--- config.mk ---
export PLATFORM = sky130hd
export DESIGN_NAME = aes_key_schedule
export DESIGN_NICKNAME = d
export VERILOG_FILES = /design/src/rtl/aes_ks_pkg.sv /design/src/rtl/aes_key_schedule_sbox.sv /design/src/rtl/aes_key_schedule.sv
export SDC_FILE = /design/constraint.sdc
export NUM_CORES = 2
export LEC_CHECK = 0
export BUFFER_PORTS_ARGS = -buffer_cell sky130_fd_sc_hd__buf_4
export CORE_MARGIN = 2
export CORE_UTILIZATION = 59
export CTS_BUF_LIST = sky130_fd_sc_hd__clkbuf_4 sky130_fd_sc_hd__clkbuf_8
export CTS_CLUSTER_SIZE = 24
export DETAILED_ROUTE_END_ITERATION = 7
export MAX_ROUTING_LAYER = met4
export PLACE_DENSITY = 0.8
export SLEW_MARGIN = 20
export SYNTH_ARGS = -nofsm -noshare
export SYNTH_HDL_FRONTEND = slang
export SYNTH_SLANG_ARGS = --single-unit
--- constraint.sdc ---
create_clock -name clk -period 22.7 [get_ports clk]
set_input_delay 3.405 -clock clk [delete_from_list [all_inputs] [get_ports clk]]
set_output_delay 3.405 -clock clk [all_outputs]
set_load 0.02 [all_outputs]
--- src/rtl/aes_ks_pkg.sv ---
// Shared definitions for the AES key-expansion engine: key length encodings,
// Nk/Nr lookup, round constants and FSM state encoding.
package aes_ks_pkg;

    localparam logic [1:0] KEY_LEN_128 = 2'd0;
    localparam logic [1:0] KEY_LEN_192 = 2'd1;
    localparam logic [1:0] KEY_LEN_256 = 2'd2;

    typedef enum logic [1:0] {
        ST_IDLE   = 2'd0,
        ST_EXPAND = 2'd1,
        ST_FLUSH  = 2'd2
    } ks_state_t;

    // Zero flags an illegal encoding.
    function automatic logic [3:0] nk_of(input logic [1:0] key_len);
        case (key_len)
            KEY_LEN_128: return 4'd4;
            KEY_LEN_192: return 4'd6;
            KEY_LEN_256: return 4'd8;
            default:     return 4'd0;
        endcase
    endfunction

    function automatic logic [3:0] nr_of(input logic [1:0] key_len);
        case (key_len)
            KEY_LEN_128: return 4'd10;
            KEY_LEN_192: return 4'd12;
            KEY_LEN_256: return 4'd14;
            default:     return 4'd0;
        endcase
    endfunction

    function automatic logic [7:0] rcon_of(input logic [3:0] idx);
        case (idx)
            4'd1:    return 8'h01;
            4'd2:    return 8'h02;
            4'd3:    return 8'h04;
            4'd4:    return 8'h08;
            4'd5:    return 8'h10;
            4'd6:    return 8'h20;
            4'd7:    return 8'h40;
            4'd8:    return 8'h80;
            4'd9:    return 8'h1b;
            4'd10:   return 8'h36;
            default: return 8'h00;
        endcase
    endfunction

endpackage

--- src/rtl/aes_key_schedule_sbox.sv ---
// Combinational AES S-box for one byte: GF(2^8) inverse (x^254) followed by
// the FIPS-197 affine transform. Zero latency, no flow control.
module aes_sbox_byte (
    input  logic [7:0] a,
    output logic [7:0] y
);

    function automatic logic [7:0] gmul(input logic [7:0] x, input logic [7:0] z);
        logic [7:0] p;
        logic [7:0] xx;
        p  = 8'h00;
        xx = x;
        for (int b = 0; b < 8; b++) begin
            if (z[b]) p = p ^ xx;
            xx = {xx[6:0], 1'b0} ^ (xx[7] ? 8'h1b : 8'h00);
        end
        return p;
    endfunction

    logic [7:0] inv;
    logic [7:0] sq;

    // x^254 = product of x^(2^k) for k = 1..7; maps 0 to 0 as the S-box needs.
    always_comb begin
        inv = 8'h01;
        sq  = a;
        for (int k = 1; k < 8; k++) begin
            sq  = gmul(sq, sq);
            inv = gmul(inv, sq);
        end
        y = inv ^ {inv[6:0], inv[7]} ^ {inv[5:0], inv[7:6]}
                ^ {inv[4:0], inv[7:5]} ^ {inv[3:0], inv[7:4]} ^ 8'h63;
    end

endmodule

--- src/rtl/aes_key_schedule.sv ---
// AES-128/192/256 key expansion, one schedule word per cycle, 128-bit round keys on a valid/ready stream.
// Latency: round key r valid 4r+4 cycles after start; AES_KS_STORE_EN adds a 15-entry read-back store.
// Backpressure: rk_valid && !rk_ready freezes the word generator; rk_data/rk_index hold until accepted.
module aes_key_schedule
    import aes_ks_pkg::*;
#(
    parameter int MAX_NK = 8
) (
    input  logic         clk,
    input  logic         rst,
    input  logic         start,
    input  logic [1:0]   key_len,
    input  logic [255:0] key_in,
    output logic         busy,
    output logic         done,
    output logic         key_err,
    output logic         rk_valid,
    input  logic         rk_ready,
    output logic [127:0] rk_data,
    output logic [3:0]   rk_index,
    input  logic [3:0]   rd_addr,
    output logic [127:0] rd_data
);

    localparam int AW = (MAX_NK > 4) ? 3 : 2;

    ks_state_t      state;
    logic [31:0]    win [MAX_NK];
    logic [31:0]    key_word [8];
    logic [3:0]     nk, nr, rcnt, start_nk;
    logic [5:0]     i;
    logic [2:0]     j;
    logic [AW-1:0]  old_idx;
    logic [31:0]    w_prev, w_old, sb_in, sb_out, t, w_new;
    logic [127:0]   new_rk;
    logic           keyphase, advance, load, accept, start_ok, start_go;

    for (genvar g = 0; g < 8; g++) begin : g_kw
        assign key_word[g] = key_in[255-32*g -: 32];
    end

    assign start_nk = nk_of(key_len);
    assign start_ok = (start_nk != 4'd0) && (start_nk <= 4'(MAX_NK));
    assign start_go = (state == ST_IDLE) && start && !done && start_ok;

    assign old_idx  = AW'(nk - 4'd1);
    assign w_prev   = win[0];
    assign w_old    = win[old_idx];
    assign keyphase = (i < {2'b00, nk});
    assign advance  = (state == ST_EXPAND) && !(rk_valid && !rk_ready);
    assign load     = advance && (i[1:0] == 2'b11);
    assign accept   = rk_valid && rk_ready;
    assign sb_in    = (j == 3'd0) ? {w_prev[23:0], w_prev[31:24]} : w_prev;
    assign new_rk   = {win[2], win[1], win[0], w_new};

    for (genvar g = 0; g < 4; g++) begin : g_sbox
        aes_sbox_byte u_sbox (.a(sb_in[8*g +: 8]), .y(sb_out[8*g +: 8]));
    end

    // During the first Nk words the window is a rotating copy of the key.
    always_comb begin
        t = w_prev;
        if (j == 3'd0)
            t = sb_out ^ {rcon_of(rcnt), 24'h0};
        else if (nk == 4'd8 && j == 3'd4)
            t = sb_out;
        w_new = keyphase ? w_old : (w_old ^ t);
    end

    // Key loaded oldest-first at win[nk-1] so the key phase is a pure rotation.
    always_ff @(posedge clk) begin
        if (start_go) begin
            for (int k = 0; k < MAX_NK; k++)
                win[k] <= (k < int'(start_nk)) ? key_word[3'(int'(start_nk) - 1 - k)] : 32'h0;
        end else if (advance) begin
            win[0] <= w_new;
            for (int k = 1; k < MAX_NK; k++)
                win[k] <= win[k-1];
        end
    end

    always_ff @(posedge clk) begin
        if (rst) begin
            state    <= ST_IDLE;
            busy     <= 1'b0;
            done     <= 1'b0;
            key_err  <= 1'b0;
            rk_valid <= 1'b0;
            rk_data  <= '0;
            rk_index <= '0;
            i        <= '0;
            j        <= '0;
            rcnt     <= 4'd1;
            nk       <= '0;
            nr       <= '0;
        end else begin
            done    <= 1'b0;
            key_err <= 1'b0;
            if (accept) rk_valid <= 1'b0;
            case (state)
                ST_IDLE: begin
                    if (start_go) begin
                        state <= ST_EXPAND;
                        busy  <= 1'b1;
                        nk    <= start_nk;
                        nr    <= nr_of(key_len);
                        i     <= '0;
                        j     <= '0;
                        rcnt  <= 4'd1;
                    end else if (start && !done && !start_ok) begin
                        key_err <= 1'b1;
                    end
                end
                ST_EXPAND: begin
                    if (advance) begin
                        i <= i + 6'd1;
                        j <= ({1'b0, j} == nk - 4'd1) ? 3'd0 : j + 3'd1;
                        if (!keyphase && j == 3'd0) rcnt <= rcnt + 4'd1;
                        if (load) begin
                            rk_valid <= 1'b1;
                            rk_data  <= new_rk;
                            rk_index <= i[5:2];
                        end
                        if (i == {nr, 2'b11}) state <= ST_FLUSH;
                    end
                end
                ST_FLUSH: begin
                    if (accept) begin
                        done  <= 1'b1;
                        busy  <= 1'b0;
                        state <= ST_IDLE;
                    end
                end
                default: state <= ST_IDLE;
            endcase
        end
    end

`ifdef AES_KS_STORE_EN
    logic [127:0] mem [15];

    always_ff @(posedge clk) begin
        if (load) mem[i[5:2]] <= new_rk;
    end

    always_ff @(posedge clk) begin
        if (rst)
            rd_data <= '0;
        else if (load && i[5:2] == rd_addr)
            rd_data <= new_rk;
        else if (rd_addr <= 4'd14)
            rd_data <= mem[rd_addr];
        else
            rd_data <= '0;
    end
`else
    logic unused_rd_addr;
    assign unused_rd_addr = ^rd_addr;
    assign rd_data        = '0;
`endif

endmodule

### Yosys cells after proc, flatten, opt, wreduce, memory -nomap -nowiden

Memory sizes are Yosys's and may differ from the RTL's. A register that Yosys moved wholly into a read port is not among the register bits.
Cells that the tools add are included.

| storage, ports and cells | value |
|---|---|
| bits in latches | 0 |
| ROM bits | 128 |
| bits in writable memories | 256 |
| input bits | 266 |
| output and inout port bits | 264 |
| flip-flop bits (word level) | 159 |
| memories kept | 2 |
| word-level logic and storage cells | 1,776 |

| cells by class | value |
|---|---|
| equality and inequality tests | 14 |
| reductions and logical operators | 31 |
| add/subtract/negate cells | 12 |
| div/mod/pow operators | 0 |
| multiply operators | 0 |
| bitwise operators | 796 |
| $lt $le $gt $ge | 18 |
| shift operators | 0 |
| mux-type cells | 891 |

Memory list:

| name | words | width | read ports | clocked after Yosys merged registers in | wr ports | RTL line | text |
|---|---|---|---|---|---|---|---|
| win | 8 | 32 | 8 | 0 | 8 | aes_key_schedule.sv:28 | `logic [31:0] win [MAX_NK];` |
| (name not given) | 16 | 8 | 1 | 1 | 0 | aes_ks_pkg.sv:35 | `case (idx)` |

Operator list:

| cell | count |
|---|---|
| XOR 8 bit | 744 |
| 2-to-1 mux 8 bit | 421 |
| 2-to-1 mux 5 bit | 368 |
| 2-to-1 mux 32 bit | 36 |
| binary-select mux 32 bit (select 3 bit) | 8 |
| XOR 32 bit | 2 |
| 2-to-1 mux 4 bit | 9 |
| 2-to-1 mux 6 bit | 6 |
| greater-or-equal comparator 3 x 4 -> 1 bit, second input constant | 8 |
| 2-to-1 mux 7 bit | 4 |
| inverter 1 bit, first input constant | 28 |
| inverter 3 bit | 8 |
| one-hot mux 4 bit (3 select lines) | 2 |
| 2-to-1 mux 3 bit | 7 |
| 2-to-1 mux 1 bit | 17 |
| < comparator 3 x 4 -> 1 bit, first input constant | 4 |
| 2-to-1 mux 2 bit | 8 |
| inverter 4 bit | 4 |
| logical AND 1 bit | 12 |
| one-hot mux 6 bit (2 select lines) | 1 |
| subtractor 3 bit, second input constant | 4 |
| AND reduction 3 bit | 3 |
| < comparator 1 x 4 -> 1 bit, first input constant | 2 |
| < comparator 2 x 4 -> 1 bit, first input constant | 2 |
| 31 further kinds | 54 |

### Logic depth before layout (Yosys ltp)

| logic depth | value |
|---|---|
| word-level depth | 139 |
| gate-level depth with buffers | 84 |
| depth with buffers taken out | 66 |

### Modules after synthesis

From an unflattened synthesis, not the netlist that was laid out.

| second synthesis, totals | value |
|---|---|
| cells, all modules | 9,848 |
| area, all modules | 86,183.9 µm² |

Modules (own cells, without submodules):

| module | times used | cells each | area an instance (µm²) | seq. area each (µm²) |
|---|---|---|---|---|
| aes_sbox_byte | 4 | 1,942 | 15,220.8 | 0.0 |
| aes_key_schedule | 1 | 2,080 | 25,300.5 | 10,990.5 |

### Least setup slack after synthesis

No wires, ideal clock.

| timing path | value |
|---|---|
| kind | reg-to-reg |
| start | register j[0] |
| end | memory win[0][22], data pin |
| stages on the path, launching flop included | 78 |
| setup time | 270 ps |
| arrival time | 17,502 ps |
| path slack | 4,928 ps |
| path buffers | 16 |
| period minus slack after synthesis | 17,772 ps |
| data required time | 22,430 ps |
| cell sequence | dfxtp_1 inv_1 ha_1 nand2b_4 buf_6 buf_8 buf_8 buf_12 buf_8 buf_12 buf_6 buf_8 mux2i_2 inv_2 ha_1 clkbuf_1 nand2_1 xor2_2 [... 42 more ...] nor4_1 or2_1 clkbuf_1 nand2b_1 xor3_1 xor3_2 xor3_1 nor2_1 xor2_1 xnor3_1 xnor2_2 xnor2_1 xnor2_2 xor2_1 xor2_1 a211oi_1 xnor2_1 a21oi_1 |

RTL lines:

| item | RTL line | text |
|---|---|---|
| from (decl) | aes_key_schedule.sv:32 | `logic [2:0] j;` |
| from (signal assigned) | aes_key_schedule.sv:117 | `j <= ({1'b0, j} == nk - 4'd1) ? 3'd0 : j + 3'd1;` |
| to (decl) | aes_key_schedule.sv:28 |  |

==> impl_metrics.py <==
metrics = {
    "outcome": {
        "status": "finished clean",
    },
    "yosys": {
        "ys_seq_area_frac": 0.124,
        "synth_mux_area_frac": 0.0967,
        "synth_area_per_cell_um2": 8.18,
        "ys_warn_count": 0,
        "synth.most_common_cell": "xnor2_1",
        "ys_ff_latch": 421,
        "synthCells": 10900,
        "synthSimpleGateAreaFrac": 0.186,
        "synth_top_family_by_area": "XOR/XNOR gates",
        "ys.flop_type": "edfxtp_1",
        "synth_xor_area_frac": 0.340,
        "synth_top_area_cell": "xnor2_1",
        "netlist.area_leader.share": 0.146,
        "synth_common_cells": "1,479 x xnor2_1, 1,383 x nor2_1, 1,154 x nand2_1",
        "synth-edff-count": 256,
        "yosys-top-cells-area": "xnor2_1 15%, xnor3_1 9.7%, edfxtp_1 8.7%, nor2_1 5.8%, nand2_1 4.9%",
        "netlist_area_mm2": 0.0888,
        "synth_adder_area_share": 0.00662,
        "synthDistinctLibCells": 144,
        "async_reset_ff_frac": 0,
        "synth_compound_area_frac": 0.190,
    },
    "sta": {
        "worst_pin_slew_ns": 1.20,
        "clock_skew_ns": 0.0532,
        "finalSetupTns_ns": 0,
        "fin_crit_sh": 0.956,
        "fmax_ghz": 0.0461,
        "finalSetupViolCount": 0,
        "finalMaxSlewViolations": 0,
        "fin_crit_ns": 21.71,
        "rsz0062_at_grt": "no",
        "final.setup.worst_slack_ns": 0.994,
        "maxSlewHeadroom": 0.202,
        "hold_viol": 0,
    },
    "detailed_routing": {
        "viasPerCell": 6.63,
        "drt_iter0_markers": 11100,
        "drt_first_pass_iters": 7,
        "wl_mm": 296,
        "antenna_left": 0,
        "vias": 85600,
        "drc": 0,
        "wl_per_cell_um": 22.9,
    },
    "critical_path": {
        "criticalPathCategory": "reg2reg",
        "reg2reg_to": "win[0][24]",
        "path_common_cell": "xnor3_1",
        "critPathRequiredTime_ns": 23.10,
        "cp-startpoint": "j[0]",
        "crit_path_max_fanout": 20,
        "cp.arrival_ns": 22.10,
        "max_stage_delay_ns": 0.79,
        "r2r_cells": 59,
        "r2r_slack_ns": 0.99,
        "r2r_start": "j[0]",
        "cp-end-kind": "flop",
        "cp-endpoint": "win[0][24]",
        "cp-start-kind": "flop",
        "cp_slowest_cell": "a2111oi_1",
    },
    "clock_tree": {
        "cts_tree": "built",
        "htree_num_levels": 3,
        "cts-hold-fix-buffers": 0,
        "clock_path_buffers": 3,
        "cts_buffers": 72,
        "clk_pin_slew_worst_paths_ns": 0.07,
        "clock_latency_ns": 0.70,
        "root_buffer": "clkbuf_8",
        "cts.sinks": 421,
        "cts_setup_buffers": 0,
    },
    "layout": {
        "drive_above_1_share": 0.145,
        "syn_to_final_growth_pct": 6.68,
        "nets": 11100,
        "fin_util": 0.633,
    },
    "global_routing": {
        "grt_start_max_net_pins": 160,
        "antenna_found_initial": 23,
        "grt-ovfl-total": 0,
        "grt_pass1_wl_mm": 452,
        "grt_pass1_vias": 78200,
        "grt_util_all_layers": 0.377,
    },
    "placement": {
        "post-place-ws_ns": 0.854,
        "port_buffers": 397,
        "post-dp-hpwl_mm": 215,
        "routabilityCongestion": 1.00,
    },
    "job": {
        "max_cap_violations": 0,
    },
    "floorplan": {
        "start_util": 0.594,
        "rows": 142,
        "ios": 530,
        "die-area_mm2": 0.154,
        "core_area_mm2": 0.150,
        "die_w_um": 392,
        "fp.dieH_um": 392,
    },
    "worst_hold_path": {
        "hp-class": "reg2reg",
    },
}
[registers in the layout (all words and copies together), names as in the netlist, 2 cells and up, named ones only]
| name | flops |
|---|---|
| rk_data | 128 |
| nr | 3 |
| state | 2 |
| j | 3 |
| win | 256 |
| rk_index | 4 |
| rcnt | 4 |
| i | 6 |
| nk | 3 |
[area by class of cell]
| type | instances | area [µm²] |
|---|---|---|
| Multi-Input combinational cell | 9504 | 73700 |
| Inverter | 107 | 402 |
| Sequential cell | 421 | 11000 |
| Fill cell | 12900 | 54900 |
| Timing Repair Buffer | 721 | 5440 |
| Antenna cell | 23 | 57.6 |
| Clock inverter | 32 | 319 |
| Tap cell | 2016 | 2520 |
| Clock buffer | 101 | 1260 |
[worst min-delay path by stage]
stage | startpoint | endpoint | cells past startpoint | slack [ns]
finish | rk_data[44] | rk_data[44] | 2 | 0.46
global route | rk_data[78] | rk_data[78] | 2 | 0.48
CTS | rk_data[78] | rk_data[78] | 2 | 0.46
detailed placement | rk_data[78] | rk_data[78] | 2 | 0.45
global placement | rk_data[0] | rk_data[0] | 2 | 0.44
floorplan | nr[2] | nr[2] | 2 | 0.45
[worst max-delay path: cells and delay by family (launching register included)]
kind | cells | cell delay [ns]
and+or+nand+nor | 10 | 2.35
DFF | 1 | 0.35
xor gates and xnor gates | 25 | 10.63
buffers and inverters | 5 | 1.11
muxes | 3 | 0.71
adders and majority gates | 3 | 1.70
AOI/OAI and AO/OA | 13 | 4.49
[layer usage]
metal	up-vias	global-route usage	share of wire
li1	38600	-	-
met1	40900	0.502	0.40
met2	5338	0.571	0.45
met3	842	0.0666	0.11
met4	0	0.146	0.043
met5	-	-	0
[cells in the final DEF (no fill, tap or decap), drive strengths merged, types with 38 or more instances in the layout]
cell type  netlist  routed
a211oi         136     136
a21oi          589     589
a221oi          51      51
a22o           207     207
a22oi           65      65
a31oi          103     103
a32oi           38      38
and2            85      85
and3            59      59
buf            407     721
clkbuf         542     101
conb             1     128
dfxtp          165     165
edfxtp         256     256
ha              47      47
inv             95     100
mux2           104     104
mux2i          307     307
mux4           183     183
nand2         1157    1157
nand2b          50      50
nand3          214     214
nand4           63      63
nor2          1400    1400
nor2b           81      81
nor3           306     306
nor4            56      56
o211ai          76      76
o21a            49      49
o21ai          531     531
o22ai          138     138
or2             54      54
or3             99      99
xnor2         1599    1599
xnor3          408     408
xor2           478     478
xor3            56      56
[timing repair]
action,in CTS,in global routing
endpoints found under the hold margin,0,0
resized for setup,0,7
setup endpoints to repair,0,19
[cells by family (layout without fill, tap and decap cells)]
group | count (synthesis) | in the layout
buffers and inverters | 1056 | 961
AO/OA/AOI/OAI | 2477 | 2477
adder cells (fa/ha/maj) | 47 | 47
XOR/XNOR | 2541 | 2541
other | 1 | 151
AND/OR/NAND/NOR | 3717 | 3717
flip-flops | 421 | 421
multiplexers | 594 | 594
[metrics by stage]
stage | cell area, µm² | hold slack, ns | cells
detailed placement | 93000 | 0.448 | 12800
global route | 94700 | 0.476 | 12900
global placement | 93000 | 0.442 | 12800
CTS | 94600 | 0.456 | 12900
finish | 94700 | 0.457 | 12900
floorplan | 89300 | 0.448 | 11000
Power is left out: the tool's default activity adds up to more than one toggle a clock period on the data nets, which glitch-free logic cannot reach.
